## src/rtl/pc_seq_pkg.sv

```systemverilog
// Shared definitions for the program-counter sequencer: operation encodings.
package pc_seq_pkg;

  localparam logic [2:0] OP_HOLD   = 3'b000;
  localparam logic [2:0] OP_INC    = 3'b001;
  localparam logic [2:0] OP_JUMP   = 3'b010;
  localparam logic [2:0] OP_BRANCH = 3'b011;
  localparam logic [2:0] OP_CALL   = 3'b100;
  localparam logic [2:0] OP_RET    = 3'b101;
  localparam logic [2:0] OP_IRQ    = 3'b110;
  // 3'b111 is reserved and decodes as HOLD.
  localparam logic [2:0] OP_RSVD   = 3'b111;

endpackage

```

## src/rtl/pc_return_stack.sv

```systemverilog
// Return-address LIFO. Push is dropped when full, pop is dropped when empty.
// The top entry is read combinationally from the registered depth so a pop
// sees its data in the same cycle.
module pc_return_stack #(
  parameter int unsigned WIDTH       = 16,
  parameter int unsigned STACK_DEPTH = 8
) (
  input  logic                               clk,
  input  logic                               reset,
  input  logic                               push,
  input  logic                               pop,
  input  logic [WIDTH-1:0]                   push_data,
  output logic [WIDTH-1:0]                   top,
  output logic [$clog2(STACK_DEPTH+1)-1:0]   depth,
  output logic                               full,
  output logic                               empty
);

  localparam int unsigned DW = $clog2(STACK_DEPTH + 1);
  localparam int unsigned AW = $clog2(STACK_DEPTH);

  logic [WIDTH-1:0] mem_q [STACK_DEPTH];
  logic [DW-1:0]    depth_q, depth_d;
  logic [AW-1:0]    wr_idx, rd_idx;
  logic             do_push, do_pop;

  assign full    = (depth_q == DW'(STACK_DEPTH));
  assign empty   = (depth_q == '0);
  assign do_push = push && !full;
  assign do_pop  = pop && !empty && !do_push;
  assign wr_idx  = depth_q[AW-1:0];
  assign rd_idx  = wr_idx - AW'(1);
  assign top     = mem_q[rd_idx];
  assign depth   = depth_q;

  // Next-state depth: a push wins if both are requested.
  always_comb begin
    depth_d = depth_q;
    if (do_push) begin
      depth_d = depth_q + DW'(1);
    end else if (do_pop) begin
      depth_d = depth_q - DW'(1);
    end
  end

  // Depth register, cleared by synchronous reset.
  always_ff @(posedge clk) begin
    if (reset) begin
      depth_q <= '0;
    end else begin
      depth_q <= depth_d;
    end
  end

  // Storage is not cleared on reset; only depth defines what is valid.
  always_ff @(posedge clk) begin
    if (do_push && !reset) begin
      mem_q[wr_idx] <= push_data;
    end
  end

endmodule

```

## src/rtl/pc_sequencer.sv

```systemverilog
// Fetch-stage program counter with relative branches, call/return through a
// hardware return stack, interrupt entry, stall and sticky stack-error flags.
module pc_sequencer
  import pc_seq_pkg::*;
#(
  parameter int unsigned     WIDTH        = 16,
  parameter int unsigned     STACK_DEPTH  = 8,
  parameter logic [WIDTH-1:0] RESET_VECTOR = '0,
  parameter logic [WIDTH-1:0] IRQ_VECTOR   = WIDTH'(4)
) (
  input  logic                             clk,
  input  logic                             reset,
  input  logic                             stall,
  input  logic [2:0]                       op,
  input  logic [WIDTH-1:0]                 target,
  input  logic [WIDTH-1:0]                 offset,
  output logic [WIDTH-1:0]                 pc,
  output logic [$clog2(STACK_DEPTH+1)-1:0] depth,
  output logic                             empty,
  output logic                             full,
  output logic                             overflow,
  output logic                             underflow
);

  logic [WIDTH-1:0] pc_q, pc_d;
  logic             ovf_q, ovf_d;
  logic             unf_q, unf_d;
  logic             push, pop;
  logic [WIDTH-1:0] push_data;
  logic [WIDTH-1:0] stack_top;

  pc_return_stack #(
    .WIDTH      (WIDTH),
    .STACK_DEPTH(STACK_DEPTH)
  ) u_stack (
    .clk      (clk),
    .reset    (reset),
    .push     (push),
    .pop      (pop),
    .push_data(push_data),
    .top      (stack_top),
    .depth    (depth),
    .full     (full),
    .empty    (empty)
  );

  // Next-PC mux, stack requests and error flag updates for the current op.
  always_comb begin
    pc_d      = pc_q;
    ovf_d     = ovf_q;
    unf_d     = unf_q;
    push      = 1'b0;
    pop       = 1'b0;
    push_data = pc_q + WIDTH'(1);
    if (!stall && !reset) begin
      case (op)
        OP_INC:    pc_d = pc_q + WIDTH'(1);
        OP_JUMP:   pc_d = target;
        OP_BRANCH: pc_d = pc_q + offset;
        OP_CALL: begin
          if (full) begin
            ovf_d = 1'b1;
          end else begin
            push = 1'b1;
            pc_d = target;
          end
        end
        OP_RET: begin
          if (empty) begin
            unf_d = 1'b1;
          end else begin
            pop  = 1'b1;
            pc_d = stack_top;
          end
        end
        OP_IRQ: begin
          // Push the current pc so the interrupted instruction re-executes.
          push_data = pc_q;
          if (full) begin
            ovf_d = 1'b1;
          end else begin
            push = 1'b1;
            pc_d = IRQ_VECTOR;
          end
        end
        default: pc_d = pc_q;
      endcase
    end
  end

  // PC and sticky flag registers.
  always_ff @(posedge clk) begin
    if (reset) begin
      pc_q  <= RESET_VECTOR;
      ovf_q <= 1'b0;
      unf_q <= 1'b0;
    end else begin
      pc_q  <= pc_d;
      ovf_q <= ovf_d;
      unf_q <= unf_d;
    end
  end

  assign pc        = pc_q;
  assign overflow  = ovf_q;
  assign underflow = unf_q;

endmodule

```

## config.mk

```make
export PLATFORM = sky130hd
export DESIGN_NAME = pc_sequencer
export DESIGN_NICKNAME = d
export VERILOG_FILES = /design/src/rtl/pc_seq_pkg.sv /design/src/rtl/pc_return_stack.sv /design/src/rtl/pc_sequencer.sv
export SDC_FILE = /design/constraint.sdc
export NUM_CORES = 1
export LEC_CHECK = 0
export CAP_MARGIN = 20
export CORE_MARGIN = 10
export CORE_UTILIZATION = 30
export DETAILED_ROUTE_END_ITERATION = 10
export GPL_ROUTABILITY_DRIVEN = 0
export PLACE_DENSITY = 0.57
export SYNTH_ARGS = -nofsm -noshare
export SYNTH_HDL_FRONTEND = slang
export SYNTH_SLANG_ARGS = --single-unit
export TNS_END_PERCENT = 20
```

## constraint.sdc

```tcl
create_clock -name clk -period 4.5 [get_ports clk]
set_clock_uncertainty 0.05 [all_clocks]
set_input_delay 0.9 -clock clk [delete_from_list [all_inputs] [get_ports clk]]
set_output_delay 0.9 -clock clk [all_outputs]
set_load 0.05 [all_outputs]
```

==> results.md <==
- The multiplexer fraction of the synthesized cell area is 12.1%.
- The synthesized netlist devotes 10.3% of its cell area to compound gates.
- The number of primary I/O pins is 62.
- The final worst slack is 1040 ps.
- The clock-pin slew reported for the worst setup and hold paths after clock tree synthesis is 60 ps.
- The final setup TNS is 0 ps.
- The synthesized netlist devotes 3.94% of its cell area to adder and majority cells.
- The transition time at the pin with the least slew margin is 834 ps.
- The post-route netlist has 15.3% of its cells at a drive strength greater than 1.
- The number of antenna diodes in the final layout is 0.
- The clock tree buffer depth is 2.
- The hold-critical path depth is 2.
- The synthesized netlist contains 64 unique library cells.
- The vertical extent of the die is 179 um.
- By startpoint and endpoint, the worst setup path is classified as flip-flop to output port.
- For this run the aggregate overflow at the end of global routing stands at 0.
- The total power per unit cell area is 371 nW/um2.
- The via count of the first global-routing pass is 5227.
- The share of synthesized cell area in and, or, nand and nor gates is 10.1%.
- Of the total power, the clock network draws 41.4%.
- Ranked by total cell area, the synthesized netlist is headed by edfxtp_1 (51%), mux4_2 (9.5%), dfxtp_1 (5.8%), ha_1 (3.1%), xnor2_1 (3.0%).
- Before CTS, the worst setup slack after placement is 840 ps.
- The flip-flop and latch count after synthesis is 150.
- The net switching power of the design is 869 uW.
- The number of cells upsized or downsized after cts is 0.
- The highest ir drop seen on vdd is 0.248 mV.
- The flow ran to the end, and the final reports show no timing, DRC or antenna violations.
- The arrival time at the worst endpoint is 2510 ps.
- Before antenna repair, the detailed router went through 5 iterations.
- Of the total power, registers draw 45.6%.
- The highest net fanout along the worst path is 9.
- The total non-filler cell area in the finished layout is 9190 um2.
- The setup check on the worst reg-to-reg path leaves a slack of 1320 ps.
- In this run the standard cell core region covers 25000 um2.
- TritonCTS built the clock tree.
- The path with the worst hold slack has its endpoint at overflow.
- Once layout is complete, the utilization of the core stands at 36.8%.
- Once the floorplan was initialized, standard cells occupied 30.3% of the core.
- For this run, the register share of the synthesized area comes to 56.7%.
- The number of setup violations in the final report is 0.
- Summed over its instances, the top area cell type makes up 50.8% of the synthesized netlist area.
- The final clock period utilization by the worst path is 76.8%.
- The number of clock sinks seen by CTS is 150.
- The reg-to-reg startpoint is u_stack.depth[1].
- The top flip-flop cell by instance count after synthesis is edfxtp_1.
- Once detailed placement completed, the half-perimeter wirelength came to 13800 um.
- In this run the most critical hold path is launched from overflow.
- For this design the static power due to leakage is 0.00315 uW.
- The number of max-capacitance violations reported is 0.
- The cell type with the largest total area after synthesis is edfxtp_1.
- The completed layout was analyzed and its total power is 3410 uW.
- The combinational family with the most area after synthesis is multiplexers.
- The average instance in the mapped netlist occupies 13.1 um2.
- After detailed routing, the number of vias per cell comes to 5.12.
- The wire length per cell after detailed routing is 20.0 um.
- The die is 179 um wide.
- The xor and xnor fraction of the mapped netlist area is 4.30%.
- The cell count of the worst reg-to-reg path is 9.
- The remaining design rule violation count is 0.
- The destination of the worst register-to-register timing path is pc[12].
- STA classifies the critical path startpoint as a flip-flop.
- After clock tree synthesis, the flow added hold-fix buffers numbering 0.
- After the last flow step, the layout net total stands at 705.
- The count of flip-flops with a built-in enable after synthesis is 128.
- The remaining antenna violation count is 0.
- The number of antenna violations at the first check in global routing came to 0.
- In this run the tool buffered the top-level ports with 61 buffer cells.
- The leading cell type in the layout, fill and taps excluded is edfxtp_1.
- From synthesis to final layout, the design area changed by 21.6%.
- The shortest clock period the worst path allows after layout is 3460 ps.
- TritonCTS created 17 clock buffers.
- Per report_power, the combinational group accounts for 12.9% of the total.
- The Yosys step of the flow raised 0 warnings.
- The path type of the worst min-delay path is flip-flop to flip-flop.
- The relative max-transition margin is 44.0%.
- The tree is rooted in a clkbuf_16.
- The highest attainable clock frequency is 289 MHz.
- The number of pins exceeding their max-slew limit in the final report is 0.
- The hold violation count in the final report is 0.
- The clock reaches the later pin of the worst-skew pair after 420 ps.
- The row count is 58.
- The internal cell power is 2540 uW.
- The total cell area at the placement stage is 8600 um2.
- The total routing usage reported by global routing is 12.8%.
- The H-tree generated during clock tree synthesis spans 4 levels.
- Synthesis produced a netlist with a net count of 637.
- After synthesis the cells add up to 7560 um2.
- Summing over every cut layer, the via total after detailed routing is 5067.
- The iteration-0 DRC count of the detailed router is 498.
- The floorplan step defined a die boundary enclosing 32000 um2.
- The required time of the critical path is 3550 ps.
- Setup repair after global routing left no endpoint under its margin.
- Net switching is 25.5% of the power.
- The maximum number of pins on one net before global-route repair is 41.
- In the layout the commonest cells are edfxtp_1 (128), clkdlybuf4s50_1 (61), nor2_1 (43), a21oi_1 (40), nand2_1 (36).
- The worst setup path is captured at an output port.
- In this run the post-CTS setup repair buffer count came out at 0.
- Synthesis produced 578 cells.
- The routed design has 19800 um of wire.
- In the synthesized netlist the async set-or-reset flop fraction comes to 0%.
- The first global-routing pass estimated 30900 um of wire.
## worst max path at each step
stage	from	endpoint	cells after the start
after detailed placement	stall	u_stack.depth[3]	10
after CTS	u_stack.depth[1]	empty	5
final	u_stack.depth[1]	empty	5
after global placement	stall	u_stack.depth[3]	10
after floorplan	u_stack.depth[0]	u_stack.mem_q[1][0]	11
after global routing	u_stack.depth[1]	empty	5
## cells in the mapped netlist, drive strengths merged, types with 3 or more instances
cell	instances
nand3	18
nor3	15
dfxtp	22
and3	8
mux2	4
a21oi	40
or2	4
nand4	8
ha	19
nand2b	6
o221ai	3
a21o	7
a31oi	5
o211ai	3
nand2	36
clkbuf	15
xnor2	26
edfxtp	128
nor2b	5
a2111oi	4
nor2	43
buf	15
o21ai	24
xor2	9
inv	12
mux4	32
and2	5
mux2i	15
o21a	3
a211oi	8
## through the flow
| stage | hold WS (ps) | cells |
|---|---|---|
| 2_1_floorplan | 676 | 578 |
| 3_3_place_gp | 399 | 957 |
| 3_5_place_dp | 433 | 957 |
| 4_1_cts | 459 | 989 |
| 5_1_grt | 487 | 989 |
| 6_report | 447 | 989 |
## power by group through the flow
stage	logic, uW	clock network [uW]	registers (uW)
detailed placement	441	0	1590
finish	441	1410	1560
global placement	436	0	1590
floorplan	265	0	1610
CTS	444	1440	1560
global route	480	1510	1560
## kinds of logic after synthesis
family                   after synthesis
buffers and inverters                 42
adder cells (fa/ha/maj)               23
AO/OA/AOI/OAI                        120
AND/OR/NAND/NOR                      157
multiplexers                          51
XOR/XNOR                              35
flip-flops                           150
## worst max-delay path: stages (launching register included)
cell	delay [ps]
dfxtp_1	580
inv_1	120
ha_1	270
nor2b_1	160
and2b_1	230
clkdlybuf4s50_1	720
## metal layers
metal,track usage (%),vias to the layer above,wire length [um]
met5,0,-,0
met4,5.17,0,467
met3,2.99,25,1050
met2,21.2,137,9730
met1,15.7,2528,8530
li1,-,2377,-
## sequential cells by signal, summed over array words and instances, names as in the netlist
signal	count
u_stack.depth	4
u_stack.mem_q	128
underflow	1
overflow	1
pc	16
## final cells by class
cell class	count	area (um2)
inverters	12	45.0
clock inverters	15	168
clock buffers	17	425
repair buffers	79	746
multi-input cells	386	3110
well taps	330	413
fillers	2375	15800
flip-flops and latches	150	4290
Power figures use the tool's default switching activity.
